**src/rtl/uart_fifo_param.sv**
```systemverilog
// uart_fifo_param: parametrised synchronous FIFO for the UART TX/RX data paths.
// Storage is 2^ADDR_WIDTH entries. Pointers carry an extra wrap bit.
// There are programmable almost-empty and almost-full levels.
// Flush and sticky overflow/underflow flags are also provided.
// Optional feature: define UART_FIFO_FWFT_EN for first-word-fall-through
// output; otherwise Data_Out is a registered read with a one-cycle valid pulse.
module uart_fifo_param #(
   parameter int DATA_WIDTH = 8,
   parameter int ADDR_WIDTH = 4
) (
   input  logic                  Clk,
   input  logic                  Reset,
   input  logic [DATA_WIDTH-1:0] Data_In,
   input  logic                  Write,
   input  logic                  Read,
   input  logic                  Flush,
   input  logic                  Clear_Err,
   input  logic [ADDR_WIDTH:0]   AE_Level,
   input  logic [ADDR_WIDTH:0]   AF_Level,
   output logic [DATA_WIDTH-1:0] Data_Out,
   output logic                  Data_Valid,
   output logic [ADDR_WIDTH:0]   Count,
   output logic [3:0]            Fifo_Status,
   output logic                  Overflow,
   output logic                  Underflow
);

   localparam int DEPTH = 1 << ADDR_WIDTH;
   localparam logic [ADDR_WIDTH:0] FULL_CNT = {1'b1, {ADDR_WIDTH{1'b0}}};
   localparam logic [ADDR_WIDTH:0] PTR_ONE  = {{ADDR_WIDTH{1'b0}}, 1'b1};

   logic [DATA_WIDTH-1:0] mem [DEPTH];
   logic [ADDR_WIDTH:0]   wr_ptr;
   logic [ADDR_WIDTH:0]   rd_ptr;
   logic                  empty;
   logic                  full;
   logic                  rd_acc;
   logic                  wr_acc;
   logic                  rd_rej;
   logic                  wr_rej;

   // Occupancy, flags and request acceptance derived from the registered pointers
   always_comb begin
      Count  = wr_ptr - rd_ptr;
      empty  = (Count == '0);
      full   = (Count == FULL_CNT);
      // Flush wins over both requests, so nothing is accepted or flagged then
      rd_acc = !Flush && Read && !empty;
      rd_rej = !Flush && Read && empty;
      // A full FIFO still takes a write when a read frees a slot in the same cycle
      wr_acc = !Flush && Write && (!full || rd_acc);
      wr_rej = !Flush && Write && !wr_acc;
      Fifo_Status = {(Count <= AE_Level), (Count >= AF_Level), full, empty};
   end

   // Pointer register: advance on accepted operations, clear on flush
   always_ff @(posedge Clk or negedge Reset) begin
      if (!Reset) begin
         wr_ptr <= '0;
         rd_ptr <= '0;
      end else if (Flush) begin
         wr_ptr <= '0;
         rd_ptr <= '0;
      end else begin
         if (wr_acc) wr_ptr <= wr_ptr + PTR_ONE;
         if (rd_acc) rd_ptr <= rd_ptr + PTR_ONE;
      end
   end

   // Storage array: written only by accepted writes; flush leaves contents alone
   always_ff @(posedge Clk) begin
      if (wr_acc) mem[wr_ptr[ADDR_WIDTH-1:0]] <= Data_In;
   end

   // Sticky error flags: a new error in the same cycle as Clear_Err keeps the flag set
   always_ff @(posedge Clk or negedge Reset) begin
      if (!Reset) begin
         Overflow  <= 1'b0;
         Underflow <= 1'b0;
      end else begin
         Overflow  <= (Overflow  && !Clear_Err) || wr_rej;
         Underflow <= (Underflow && !Clear_Err) || rd_rej;
      end
   end

`ifdef UART_FIFO_FWFT_EN
   // Head word is presented directly; zero while there is nothing to present
   always_comb begin
      Data_Valid = !empty;
      Data_Out   = empty ? '0 : mem[rd_ptr[ADDR_WIDTH-1:0]];
   end
`else
   logic [DATA_WIDTH-1:0] rd_data_p1;
   logic                  vld_p1;

   // Registered read stage: data lands one cycle after the accepted read
   always_ff @(posedge Clk or negedge Reset) begin
      if (!Reset) begin
         rd_data_p1 <= '0;
         vld_p1     <= 1'b0;
      end else if (Flush) begin
         vld_p1     <= 1'b0;
      end else begin
         vld_p1 <= rd_acc;
         if (rd_acc) rd_data_p1 <= mem[rd_ptr[ADDR_WIDTH-1:0]];
      end
   end

   // Drive the outputs from the read stage
   always_comb begin
      Data_Out   = rd_data_p1;
      Data_Valid = vld_p1;
   end
`endif

endmodule

```
**config.mk**
```make
export PLATFORM = sky130hd
export DESIGN_NAME = uart_fifo_param
export DESIGN_NICKNAME = d
export VERILOG_FILES = /design/src/rtl/uart_fifo_param.sv
export SDC_FILE = /design/constraint.sdc
export NUM_CORES = 1
export LEC_CHECK = 0
export CAP_MARGIN = 20
export CORE_MARGIN = 2
export CORE_UTILIZATION = 30
export CTS_BUF_LIST = sky130_fd_sc_hd__clkbuf_4 sky130_fd_sc_hd__clkbuf_8
export CTS_CLUSTER_SIZE = 40
export DETAILED_ROUTE_END_ITERATION = 10
export HOLD_SLACK_MARGIN = 0.1
export SLEW_MARGIN = 10
export SYNTH_ARGS = -nofsm -noshare
export SYNTH_HDL_FRONTEND = slang
export SYNTH_SLANG_ARGS = --single-unit
```
**constraint.sdc**
```tcl
create_clock -name Clk -period 6.9 [get_ports Clk]
set_input_delay 1.38 -clock Clk [delete_from_list [all_inputs] [get_ports Clk]]
set_output_delay 1.38 -clock Clk [all_outputs]
set_load 0.01 [all_outputs]
```
======== Word-level counts from Yosys, hierarchy flattened ========
Memories as Yosys holds them, arrays and structs flattened. A register that Yosys moved wholly into a read port is not among the register bits.
Index checks and enable logic that the tools add are counted.
W data, S select, Z words.
word-level totals
  register bits ........................... 13
  memories ................................ 1
  RAM bits ................................ 128
  bits in read-only memories .............. 0
  latch bits .............................. 0
  bits of input ports ..................... 24
  logic and storage cells ................. 41
  output and inout bits ................... 20
memory list
  memory  words  width  read ports  clocked after memory_dff  wr ports  RTL line  text
  mem     16     8      1           1                         1         32        logic [DATA_WIDTH-1:0] mem [DEPTH];
cells by class
  reduce and logical (&&, ||, !) cells .... 21
  equality and inequality tests ........... 1
  bitwise logic cells ..................... 1
  order comparisons ....................... 2
  shifts and indexed selects .............. 0
  multiply operators ...................... 0
  div/mod/pow operators ................... 0
  add/subtract/negate cells ............... 3
  mux-type cells .......................... 7
operators with widths
  cell                   number
  $mux W5                4
  $add A5 B1 Y5 const B  2
  $logic_and A1 B1 Y1    8
  $logic_not A1 Y1       6
  $eq A5 B5 Y1 const B   1
  $ge A5 B5 Y1           1
  $le A5 B5 Y1           1
  $logic_not A5 Y1       1
  $sub A5 B5 Y5          1
  $reduce_bool A2 Y1     2
  $logic_or A1 B1 Y1     3
  $mux W1                3
  $reduce_and A2 Y1      1
  $not A1 Y1             1

======== Logic depth before layout (Yosys ltp) ========
Gate-level depths: netlist of run 1.
  depth in word-level cells ............... 9
  gate-level depth with buffers ........... 11
  depth with buffers taken out ............ 11

======== Least setup slack after synthesis of run 1 ========
No wires, ideal clock.
  path type ............................... register to output
  from .................................... register rd_ptr[1]
  to ...................................... output port Fifo_Status[3]
  data arrival time ....................... 2.872 ns
  required time ........................... 5.520 ns
  stages on the path, launching flop included .. 11
  path slack .............................. 2.648 ns
  path buffers ............................ 1
  path through ............................ dfrtp_1 > buf_1 > clkinv_1 > fa_1 > nand3_1 > and3_1 > nor2_1 > ha_1 > nor3b_1 > a311oi_1 > a32o_1
between the ends
  longest elaborated chain between the ends .. 2
ends and longest elaborated chain
  element                 RTL line  text
  from (decl)             34        logic [ADDR_WIDTH:0] rd_ptr;
  from (signal assigned)  66        if (rd_acc) rd_ptr <= rd_ptr + PTR_ONE;
  $sub A5 B5 Y5           44        Count = wr_ptr - rd_ptr;
  via Count[4]            22        output logic [ADDR_WIDTH:0] Count,
  $le A5 B5 Y1            53        Fifo_Status = {(Count <= AE_Level), (Count >= AF_Level), full, empty};
  to (decl)               23        output logic [3:0] Fifo_Status,
The timed path passes the listed nets, and every way through them passes these cells.

======== Worst setup path after layout of run 1 ========
  from .................................... register rd_ptr[3]
  to ...................................... output port Fifo_Status[3]
between the ends
  longest elaborated chain between the ends .. 2
ends and longest elaborated chain
  element        RTL line
  $sub A5 B5 Y5  44
  $le A5 B5 Y1   53
Every way passes these cells.

==> results.tsv, run 1 <==
stage	metric	value	unit
yosys	Post-synth EDFFs	128	
cts	postcts setup bufs	0	
yosys	Syn Nets	413	
global_route	vias in the first global route	3489	
yosys	Mapped Area	0.00643	mm^2
place	Final HPWL DP	9120	um
sta	Worst Skew	0.0140	ns
cts	clock root cell	clkbuf_8	
sta	crit share post-route	77.3	%
floorplanning	total die area	0.0226	mm^2
yosys	Compound-Gate Fraction of Synth Area	4.07	%
detailed_routing	drt first pass iters	4	
final_layout	nets	464	
worst_setup_path	Levels on crit path	10	
worst_setup_path	Crit path largest cell delay	0.54	ns
worst_setup_path	Crit. Startpoint	rd_ptr[3]$_DFFE_PN0P_	
final_layout	share of layout cells above drive strength 1	17.9	%
floorplanning	Ports	44	
worst_setup_path	Crit. End Element	output port	
worst_setup_path	reg2reg path depth	8	
sta	min Tclk post-route	5.33	ns
cts	TritonCTS clock tree	done	
worst_setup_path	CP max FO	10	
place	Place WS	1.92	ns
sta	Fin Setup TNS	0	ns
worst_setup_path	reg-to-reg startpoint	rd_ptr[1]$_DFFE_PN0P_	
yosys	Synth async-reset ratio	14.1	%
detailed_routing	Wirelength per Cell	19.2	um
cts	cts hold-fix bufs	0	
final_layout	Layout fillers	1985	
outcome	status	complete, no violations	
detailed_routing	initial DRC count	202	
cts	Max H-tree Level	4	
power	VDD IR max	123	uV
detailed_routing	Remaining DRCs	0	
job	Max-Cap Viols	0	
yosys	synth unique cells	51	
worst_setup_path	WP data arrival	3.95	ns
detailed_routing	WL final	13700	um
final_layout	final core utilization	36.0	%
yosys	Synth Area in Adders	3.58	%
yosys	largest family of logic cells by synthesized area	multiplexers	
final_layout	multi-input logic area	0.00190	mm^2
sta	Hold Vio Cnt, Final	0	
worst_hold_path	hold path start	Data_Out[1]$_DFFE_PN0P_	
place	DP Area	0.00714	mm^2
worst_setup_path	worst path cell trace	clkinv_1 > ha_1 > a21oi_1 > and3_1 > nor2_1 > ha_1 > nor3b_1 > a311oi_1 > a32o_1 > clkdlybuf4s50_1	
yosys	mux cell area share after synthesis	14.1	%
place	# port buffers	43	
final_layout	most frequent cells in the layout	edfxtp_1, clkdlybuf4s50_1, nand2_1	
detailed_routing	number of routed nets with antenna violations	0	
power	P per Cell Area	358	mW/mm^2
cts	total CTS buffers	17	
cts	clk slew on worst S/H paths	0.08	ns
power	Design Power	2.71	mW
worst_setup_path	CP required	5.52	ns
worst_setup_path	crit-path most repeated cell	ha_1	
sta	FMAX	187	MHz
place	Placed Cells	679	
cts	Post-CTS Resized	0	
sta	Final Setup Violations	0	
global_route	first-pass GRT wire length	20900	um
worst_setup_path	Worst Setup EP	Fifo_Status[3]	
global_route	antenna violations before repair	0	
detailed_routing	DR vias	3504	
yosys	Syn Inst Count	372	
yosys	yosys warns	0	
yosys	Top FF cell, synth	edfxtp_1	
worst_setup_path	Critical-path top delay cell	dfrtp_1	
yosys	Synth Area in Simple Gates	6.96	%
floorplanning	number of core rows	53	
final_layout	fin area	0.00757	mm^2
yosys	sequential share of the synthesized area	67.9	%
global_route	largest net degree at the start of global routing	37	
final_layout	Synth-to-Final Area Change	17.7	%
worst_setup_path	startpoint class of the critical path	flop	
final_layout	Antenna diodes	0	
sta	Fin Hold WS	0.510	ns
floorplanning	Die Width	150	um
final_layout	Non-Filler Instances	711	
cts	clock buffer depth	2	
place	gpl congestion	0.790	
power	Pleak	2.65	nW
worst_hold_path	Worst Hold Class	flop to flop	
worst_setup_path	FF-to-FF setup slack	2.98	ns
worst_setup_path	CP Class	flop to output port	
floorplanning	Core Footprint	0.0210	mm^2
sta	actual slew at the worst max-slew pin	0.992	ns
cts	clk_lat worst skew	0.45	ns
cts	clock sink count	149	
yosys	Synth Area in XOR/XNOR	0.759	%
floorplanning	Initial Util	30.6	%
worst_setup_path	critical path's top delay family	buffers and inverters	
worst_setup_path	end of the worst register-to-register path	mem[14][0]$_DFFE_PP_	
sta	worst rel slew slack	33.7	%
floorplanning	die height	150	um
sta	worst setup margin	1.57	ns
yosys	Synth Register Bits	149	
sta	unrepaired setup endpoints after global routing	no	
global_route	all-layer global routing usage	12.8	%
detailed_routing	vias per cell	4.93	
sta	Max Slew Vio Count	0	
global_route	grt total ovfl	0	
yosys	syn_area_per_cell	17.3	um^2
worst_setup_path	Worst Path Buf+Inv	2	
final_layout	Seq. cell area	0.00437	mm^2
final_layout	commonest non-fill, non-tap cell in the layout	edfxtp_1	
## report_power, final
part	internal [mW]	switching [mW]	total [mW]
clock network	0.374	0.353	0.727
registers	1.03	0.0254	1.06
logic	0.468	0.462	0.930
## cell type report
cell class,count,area share (%)
well taps,275,4.54
inverters,21,1.04
clock buffers,18,3.19
clock inverters,14,2.49
multi-input cells,188,25.0
flip-flops and latches,149,57.7
repair buffers,46,5.98
## synth_stat cells, types with 2 or more instances
cell	count	area share, %
mux2_2	8	1.4
inv_1	18	1.1
a21oi_1	10	0.78
mux2i_1	3	0.47
nand2_1	29	1.7
or3_1	6	0.58
clkbuf_1	4	0.23
and3_1	21	2.0
a22o_1	2	0.27
mux4_1	6	2.5
nor3_1	2	0.16
and2_1	5	0.49
a31oi_1	6	0.58
dfrtp_1	21	8.2
clkinv_1	2	0.12
o21ai_0	6	0.47
mux4_2	28	9.8
nor2_1	3	0.18
nor3b_1	2	0.23
edfxtp_1	128	60
buf_1	3	0.18
nand2b_1	4	0.39
nor2b_1	3	0.29
ha_1	16	3.1
nand4_1	4	0.39
xor2_1	2	0.27
nand3b_1	3	0.35
buf_4	4	0.47
## state kept, by name (all words and copies together) (netlist names)
signal / flops
wr_ptr: 5
Underflow: 1
rd_ptr: 5
Data_Valid: 1
Data_Out: 8
mem: 128
Overflow: 1
## how the worst min path moves through the flow
stage                                         end  slack [ns]  cells past startpoint
after floorplan             wr_ptr[4]$_DFFE_PN0P_        0.47                      1
after global placement      wr_ptr[4]$_DFFE_PN0P_        0.49                      1
after detailed placement  Data_Out[1]$_DFFE_PN0P_        0.49                      1
after CTS                 Data_Out[1]$_DFFE_PN0P_        0.51                      1
after global routing      Data_Out[1]$_DFFE_PN0P_        0.53                      1
final                     Data_Out[1]$_DFFE_PN0P_        0.51                      1
## routing by layer
metal / vias to the layer above / track usage, % / routed length, um
li1: 1572 / - / -
met2: 98 / 19.8 / 6510
met5: - / 0 / 0
met3: 15 / 3.55 / 785
met4: 0 / 3.40 / 129
met1: 1819 / 17.8 / 6250
## worst register-to-register path, stage by stage, from the launching register on
cell and delay [ns]:
dfrtp_1 0.33, buf_4 0.30, clkinv_1 0.38, fa_1 0.75
nand3b_1 0.16, a211o_1 0.20, nand2_1 0.11, a21boi_1 0.68
and3_1 0.66
## cells by family after synthesis
group / after synthesis
adder cells (fa/ha/maj): 18
flip-flops: 149
multiplexers: 45
buffers and inverters: 35
AND/OR/NAND/NOR: 84
AO/OA/AOI/OAI: 37
XOR/XNOR: 4
No activity file was read; power rests on OpenSTA's default activity.
==> run 2: changes to the inputs <==
- clock period: 6.9 -> 4.5 ns (I/O delays scaled with it)
==> results.tsv, run 2 (synthesis gave the netlist of run 1 again) <==
stage	metric	value	unit
outcome	status	complete, no violations	
sta	crit share post-route	95.0	%
cts	clk_lat worst skew	0.45	ns
worst_setup_path	Worst Setup EP	Fifo_Status[2]	
sta	worst rel slew slack	54.5	%
worst_setup_path	Critical-path top delay cell	fa_2	
global_route	all-layer global routing usage	13.1	%
worst_setup_path	WP data arrival	3.37	ns
global_route	antenna violations before repair	0	
sta	worst setup margin	0.227	ns
detailed_routing	number of routed nets with antenna violations	0	
sta	Hold Vio Cnt, Final	0	
detailed_routing	Remaining DRCs	0	
worst_setup_path	reg-to-reg startpoint	wr_ptr[0]$_DFFE_PN0P_	
worst_setup_path	Crit path largest cell delay	0.59	ns
sta	unrepaired setup endpoints after global routing	no	
sta	Fin Setup TNS	0	ns
final_layout	share of layout cells above drive strength 1	20.8	%
power	Pleak	2.68	nW
worst_setup_path	CP max FO	6	
sta	min Tclk post-route	4.27	ns
floorplanning	die height	150	um
final_layout	commonest non-fill, non-tap cell in the layout	edfxtp_1	
floorplanning	Ports	44	
job	Max-Cap Viols	0	
place	Final HPWL DP	8890	um
cts	TritonCTS clock tree	done	
place	# port buffers	43	
floorplanning	total die area	0.0226	mm^2
global_route	largest net degree at the start of global routing	37	
cts	total CTS buffers	17	
worst_setup_path	Crit. End Element	output port	
place	DP Area	0.00717	mm^2
final_layout	final core utilization	36.4	%
worst_setup_path	startpoint class of the critical path	flop	
cts	clock root cell	clkbuf_8	
final_layout	most frequent cells in the layout	edfxtp_1, clkdlybuf4s50_1, nand2_1	
worst_setup_path	CP required	3.60	ns
detailed_routing	DR vias	3514	
final_layout	nets	471	
floorplanning	Core Footprint	0.0210	mm^2
worst_setup_path	end of the worst register-to-register path	mem[1][0]$_DFFE_PP_	
sta	FMAX	234	MHz
detailed_routing	vias per cell	4.89	
final_layout	fin area	0.00765	mm^2
detailed_routing	Wirelength per Cell	19.6	um
worst_setup_path	worst path cell trace	inv_2 > ha_1 > inv_1 > fa_2 > ha_1 > a221oi_2 > a21oi_1 > maj3_1 > a21o_1 > clkdlybuf4s50_1	
place	Place WS	0.400	ns
detailed_routing	drt first pass iters	4	
sta	actual slew at the worst max-slew pin	0.683	ns
final_layout	Antenna diodes	0	
power	P per Cell Area	543	mW/mm^2
detailed_routing	WL final	14100	um
final_layout	Synth-to-Final Area Change	18.9	%
detailed_routing	initial DRC count	274	
worst_hold_path	hold path start	Overflow$_DFF_PN0_	
worst_setup_path	Worst Path Buf+Inv	3	
global_route	first-pass GRT wire length	21400	um
final_layout	max reg flops	128	
place	Placed Cells	682	
worst_setup_path	FF-to-FF setup slack	1.31	ns
floorplanning	number of core rows	53	
worst_hold_path	Worst Hold Class	flop to flop	
cts	Max H-tree Level	4	
cts	cts hold-fix bufs	0	
power	VDD IR max	190	uV
global_route	grt total ovfl	0	
place	gpl congestion	0.789	
cts	clock buffer depth	2	
worst_setup_path	reg2reg path depth	12	
worst_setup_path	crit-path most repeated cell	ha_1	
sta	Max Slew Vio Count	0	
cts	clk slew on worst S/H paths	0.08	ns
sta	Worst Skew	0.0104	ns
worst_setup_path	Levels on crit path	10	
floorplanning	Initial Util	30.6	%
sta	Final Setup Violations	0	
global_route	vias in the first global route	3579	
cts	clock sink count	149	
floorplanning	Die Width	150	um
worst_setup_path	Crit. Startpoint	wr_ptr[0]$_DFFE_PN0P_	
worst_setup_path	critical path's top delay family	adder cells	
worst_setup_path	CP Class	flop to output port	
final_layout	Non-Filler Instances	718	
## run 2: cell count changes in the layout (fill, tap and decap cells not counted), moves of 2 or more
cell	previous run	this run
buf_4	3	9
inv_6	6	0
clkinv_2	0	2
dfrtp_1	20	18
a21oi_1	10	8
clkinv_1	2	6
clkinv_4	1	3
dfrtp_2	1	3
inv_8	2	0
## run 2: routing by layer
metal | share of wire, % | vias up | GRT usage [%]
met5 | 0 | - | 0
met4 | 0.50 | 0 | 3.63
met3 | 6.9 | 8 | 4.15
met2 | 50 | 104 | 21.5
met1 | 42 | 1817 | 16.8
li1 | - | 1585 | -
## run 2: where the power goes
group          switching, mW  internal [mW]  total (mW)
Clock                  0.495          0.540        1.03
Combinational          0.724          0.770        1.49
Sequential            0.0425           1.58        1.62
## run 2: area by class of cell
| cell class | instances | area (um^2) |
|---|---|---|
| Clock buffer | 17 | 234 |
| Clock inverter | 15 | 164 |
| Fill cell | 1946 | 13400 |
| Inverter | 21 | 78.8 |
| Multi-Input combinational cell | 188 | 1940 |
| Sequential cell | 149 | 4370 |
| Tap cell | 275 | 344 |
| Timing Repair Buffer | 53 | 515 |
## run 2: stage by stage
stage          power (mW)  hold WS [ns]
2_1_floorplan        2.61         0.466
6_report             4.15         0.506
4_1_cts              4.12         0.517
5_1_grt              4.38         0.532
3_5_place_dp         3.09         0.497
3_3_place_gp         3.06         0.483
## run 2: timing repair
action / CTS / global route
gates resized for setup: 4 / 10
setup endpoints to repair: 1 / 2
endpoints found under the hold margin: 0 / 0
setup buffers: 0 / 3
pin swaps: 0 / 2
## run 2: how the worst min path moves through the flow
| stage | end | cells past startpoint | slack [ns] |
|---|---|---|---|
| global route | Overflow$_DFF_PN0_ | 1 | 0.53 |
| finish | Overflow$_DFF_PN0_ | 1 | 0.51 |
| floorplan | wr_ptr[4]$_DFFE_PN0P_ | 1 | 0.47 |
| global placement | wr_ptr[4]$_DFFE_PN0P_ | 1 | 0.48 |
| detailed placement | Overflow$_DFF_PN0_ | 1 | 0.50 |
| CTS | Overflow$_DFF_PN0_ | 1 | 0.52 |
==> run 3: changes to the inputs <==
- HOLD_SLACK_MARGIN: 0.1 -> default
- clock period: 4.5 -> 5.4 ns (I/O delays scaled with it)
==> results.tsv, run 3 (synthesis gave the netlist of run 1 again) <==
stage	metric	value	unit
outcome	status	complete, no violations	
sta	actual slew at the worst max-slew pin	0.810	ns
cts	clk slew on worst S/H paths	0.09	ns
cts	Max H-tree Level	4	
worst_hold_path	Hold Crit Depth	1	
cts	clock sink count	149	
global_route	antenna violations before repair	0	
worst_hold_path	Worst Hold Class	flop to flop	
worst_setup_path	WP data arrival	4.01	ns
detailed_routing	Remaining DRCs	0	
sta	Fin Setup TNS	0	ns
final_layout	final core utilization	35.9	%
worst_setup_path	Critical-path top delay cell	dfrtp_1	
cts	clock buffer depth	2	
worst_setup_path	CP max FO	10	
final_layout	nets	465	
sta	Max Slew Vio Count	0	
floorplanning	total die area	0.0226	mm^2
worst_setup_path	reg2reg path depth	7	
final_layout	Antenna diodes	0	
floorplanning	die height	150	um
floorplanning	Die Width	150	um
final_layout	most frequent cells in the layout	edfxtp_1, clkdlybuf4s50_1, nand2_1	
cts	postcts setup bufs	0	
worst_setup_path	CP required	4.32	ns
global_route	largest net degree at the start of global routing	37	
worst_setup_path	reg-to-reg startpoint	rd_ptr[3]$_DFFE_PN0P_	
worst_setup_path	end of the worst register-to-register path	mem[0][5]$_DFFE_PP_	
power	VDD IR max	157	uV
sta	Worst Skew	0.0113	ns
worst_setup_path	Worst Path Buf+Inv	2	
cts	clk_lat worst skew	0.45	ns
final_layout	max reg flops	128	
power	Design Power	3.40	mW
floorplanning	Core Footprint	0.0210	mm^2
final_layout	multi-input logic area	0.00190	mm^2
global_route	grt total ovfl	0	
worst_setup_path	CP Class	flop to output port	
detailed_routing	drt first pass iters	4	
detailed_routing	vias per cell	4.94	
floorplanning	number of core rows	53	
worst_setup_path	Crit path largest cell delay	0.61	ns
global_route	all-layer global routing usage	13.4	%
detailed_routing	DR vias	3519	
sta	Final Setup Violations	0	
place	gpl congestion	0.819	
worst_setup_path	FF-to-FF setup slack	1.48	ns
final_layout	Synth-to-Final Area Change	17.5	%
sta	crit share post-route	94.3	%
final_layout	Layout fillers	1937	
sta	min Tclk post-route	5.09	ns
worst_setup_path	startpoint class of the critical path	flop	
job	Max-Cap Viols	0	
final_layout	share of layout cells above drive strength 1	18.1	%
place	Final HPWL DP	9210	um
worst_hold_path	Hold Crit Endpoint	wr_ptr[4]$_DFFE_PN0P_	
cts	total CTS buffers	17	
worst_setup_path	Crit. End Element	output port	
detailed_routing	number of routed nets with antenna violations	0	
cts	TritonCTS clock tree	done	
detailed_routing	Wirelength per Cell	20.1	um
detailed_routing	initial DRC count	264	
final_layout	Seq. cell area	0.00437	mm^2
sta	worst rel slew slack	45.9	%
final_layout	commonest non-fill, non-tap cell in the layout	edfxtp_1	
worst_hold_path	hold path start	wr_ptr[4]$_DFFE_PN0P_	
worst_setup_path	worst path cell trace	clkinvlp_4 > ha_1 > a21oi_1 > and3_1 > nor2_1 > ha_1 > nor3b_1 > a311oi_1 > a32o_1 > clkdlybuf4s50_1	
floorplanning	Initial Util	30.6	%
cts	clock root cell	clkbuf_8	
detailed_routing	WL final	14300	um
floorplanning	Ports	44	
power	Pleak	2.64	nW
global_route	vias in the first global route	3583	
place	# port buffers	43	
worst_setup_path	critical path's top delay family	buffers and inverters	
power	P per Cell Area	450	mW/mm^2
global_route	first-pass GRT wire length	21700	um
sta	unrepaired setup endpoints after global routing	no	
sta	Hold Vio Cnt, Final	0	
worst_setup_path	crit-path most repeated cell	ha_1	
sta	FMAX	196	MHz
[run 3: routing by layer]
layer | routed length [um] | global-route usage, % | vias to the layer above
met5 | 0 | 0 | -
met4 | 282 | 4.72 | 0
met3 | 699 | 4.15 | 14
met2 | 6940 | 21.0 | 92
met1 | 6420 | 17.6 | 1839
li1 | - | - | 1574
[run 3: worst max-delay path by stage]
stage	start	to	slack (ns)	depth (start not counted)
2_1_floorplan	rd_ptr[1]$_DFFE_PN0P_	Fifo_Status[3]	1.45	10
3_3_place_gp	rd_ptr[3]$_DFFE_PN0P_	Fifo_Status[3]	0.91	10
3_5_place_dp	rd_ptr[3]$_DFFE_PN0P_	Fifo_Status[3]	0.71	10
4_1_cts	rd_ptr[3]$_DFFE_PN0P_	Fifo_Status[3]	0.21	10
5_1_grt	rd_ptr[3]$_DFFE_PN0P_	Fifo_Status[3]	0.09	10
6_report	rd_ptr[3]$_DFFE_PN0P_	Fifo_Status[3]	0.31	10
[run 3: power by group]
group / total, mW / switching (mW) / internal, mW
sequential: 1.35 / 0.0344 / 1.32
combinational: 1.19 / 0.595 / 0.597
clock: 0.853 / 0.434 / 0.419
[run 3: per-stage QoR]
stage	worst slack [ns]	cells	area [um^2]	hold WS (ns)
4_1_cts	0.207	711	7540	0.512
3_3_place_gp	0.910	679	7140	0.483
5_1_grt	0.0850	712	7560	0.524
2_1_floorplan	1.45	372	6430	0.466
3_5_place_dp	0.714	679	7140	0.497
6_report	0.305	712	7560	0.504
[run 3: timing repair]
item	in CTS	in global routing
endpoints found under the setup margin	0	1
hold buffers	0	0
gates resized for setup	0	1
[run 3: area by class of cell]
type                    instances  area share, %
multi-input cells             188           25.1
clock buffers                  18           3.20
well taps                     275           4.55
clock inverters                14           2.02
flip-flops and latches        149           57.8
repair buffers                 47           6.19
inverters                      21           1.09
==> edit (settings of run 2) <==
Set the parameter `ADDR_WIDTH` to 2 (it was 4).
--- a/src/rtl/uart_fifo_param.sv
+++ b/src/rtl/uart_fifo_param.sv
@@ -7,5 +7,5 @@
 module uart_fifo_param #(
    parameter int DATA_WIDTH = 8,
-   parameter int ADDR_WIDTH = 4
+   parameter int ADDR_WIDTH = 2
 ) (
    input  logic                  Clk,
Ports: changed (resized AE_Level, AF_Level and Count); port bits go from 44 to 38. No check against the original RTL was run, so the function may have changed too.
==> edit against run 2 <==
Routed wire length decreased by 73%; setup slack improved by 460 ps; maximum frequency increased by 12%; sequential cell count decreased by 100; total power decreased by 63%; final area decreased by 64%; area after synthesis decreased by 65%; critical path depth decreased by 2; critical path type unchanged; largest power group is now combinational logic.
==> edit: results (changes against run 2) <==
stage	metric	value	unit	change
outcome	outcome	complete, no violations		
setup_path	crit path DAT	2910	ps	-460 ps
placement	DP HPWL	2700	um	-70%
cts	CTS buffer count	5		-12
route	via count	1221		-65%
layout	max FFs per register	32		-75%
grt	first-pass GRT wire length	6180	um	-71%
setup_path	Crit Path Max Fanout	12		+6
synthesis	Synth top area share	43.0	%	-17 points
layout	layout filler cell count	708		-64%
pwr	VDD IR max	209	uV	+9.9%
synthesis	Synth Net Count	175		-58%
synthesis	dominant cells by area after synthesis	edfxtp_1 (43%), dfrtp_1 (19%), mux4_2 (8.1%), ha_1 (6.7%), mux2_2 (5.5%)		
route	starting DRC count in detailed routing	52		-81%
cts	CTS resizes	0		-4
cts	later-pin clock latency in the skew report	290	ps	-160 ps
grt	GRT Total Usage	9.95	%	-3.2 points
route	final WL	3820	um	-73%
layout	NumNets Final	215		-54%
sta	Slew HR	45.4	%	-9.1 points
route	total iterations of the first detailed-routing run	4		unchanged
grt	initial antenna violation count	0		unchanged
pwr	switch share	30.8	%	+0.44 points
synthesis	FFs w/ async S/R, synth	34.7	%	+21 points
synthesis	top post-synthesis cells by count	edfxtp_1 (32), dfrtp_1 (17), ha_1 (12), inv_1 (12), mux2_2 (11)		
grt	largest net degree at the start of global routing	18		-51%
layout	share of cells above drive strength 1	15.3	%	-5.5 points
synthesis	Post-synth EDFFs	32		-75%
pwr	Static Leakage	1.07	nW	-60%
sta	Max Slew Vio Count	0		unchanged
layout	register area	1390	sq um	-68%
placement	I/O Buffers	37		-14%
cts	maximum level of the CTS H-tree	2		-2
synthesis	Seq/Total Area, Yosys	62.0	%	-6.0 points
synthesis	Yosys cell types	33		-35%
placement	gpl congestion	0.699		-11%
sta	Setup Skew	3.36	ps	-7.08 ps
## edit: cell types whose count changed after synthesis, sizes merged, moves of 6 or more
cell,run 2,this run
mux4,34,8
a21oi,11,2
inv,19,12
and3,21,0
edfxtp,128,32
or3,6,0
nand2,30,3
a31oi,6,0
## edit: metal layers
layer	track usage (%)	share of wire [%]	up-vias
li1	-	-	593
met1	12.3	45	599
met2	16.4	49	24
met3	3.01	4.9	5
met4	3.85	1.4	0
met5	0	0	-
## edit: worst max-delay path, cell delays in order (launching register included)
cell and delay (ps):
dfrtp_1 400, inv_1 120, ha_1 220, fa_1 370, xor3_1 410, buf_4 200, ha_1 280, a21o_1 100
clkdlybuf4s50_1 520
## edit: path summary, 6_finish.rpt
path                       depth (start not counted)  slack (ps)              to         from
min                                                1         510     Data_Out[0]  Data_Out[0]
min in group asynchronous                          1        1070       rd_ptr[2]        Reset
max reg2reg                                        7        1740       mem[1][2]    wr_ptr[0]
min reg2reg                                        1         510     Data_Out[0]  Data_Out[0]
max                                                8         690  Fifo_Status[2]    wr_ptr[0]
max in group asynchronous                          1        2920     Data_Out[2]        Reset
## edit: logic make-up after synthesis
| kind of cell | synth area share (%) |
|---|---|
| DFF | 62.0 |
| and+or+nand+nor | 6.88 |
| muxes | 14.5 |
| buffers and inverters | 3.75 |
| AOI/OAI and AO/OA | 4.25 |
| adders and majority gates | 7.61 |
| xor gates and xnor gates | 1.06 |
## edit: stage by stage
step / setup slack, ps / power (mW) / cells / cell area [sq um]
2_1_floorplan: 1380 / 1.02 / 142 / 2240
3_3_place_gp: 961 / 1.29 / 274 / 2710
3_5_place_dp: 910 / 1.30 / 274 / 2710
4_1_cts: 653 / 1.54 / 282 / 2790
5_1_grt: 559 / 1.61 / 282 / 2790
6_report: 689 / 1.52 / 282 / 2790
## edit: layout make-up
class	count	area share, %
Clock buffer	5	2.47
Clock inverter	3	0.449
Inverter	12	1.62
Multi-Input combinational cell	75	27.5
Sequential cell	49	49.7
Tap cell	99	4.44
Timing Repair Buffer	39	13.8
## edit: power by group through the flow
stage               logic, mW  registers, mW  clock network (mW)
finish                  0.679          0.596               0.241
detailed placement      0.692          0.606                   0
global placement        0.686          0.606                   0
floorplan               0.409          0.614                   0
global route            0.742          0.605               0.264
CTS                     0.694          0.597               0.251
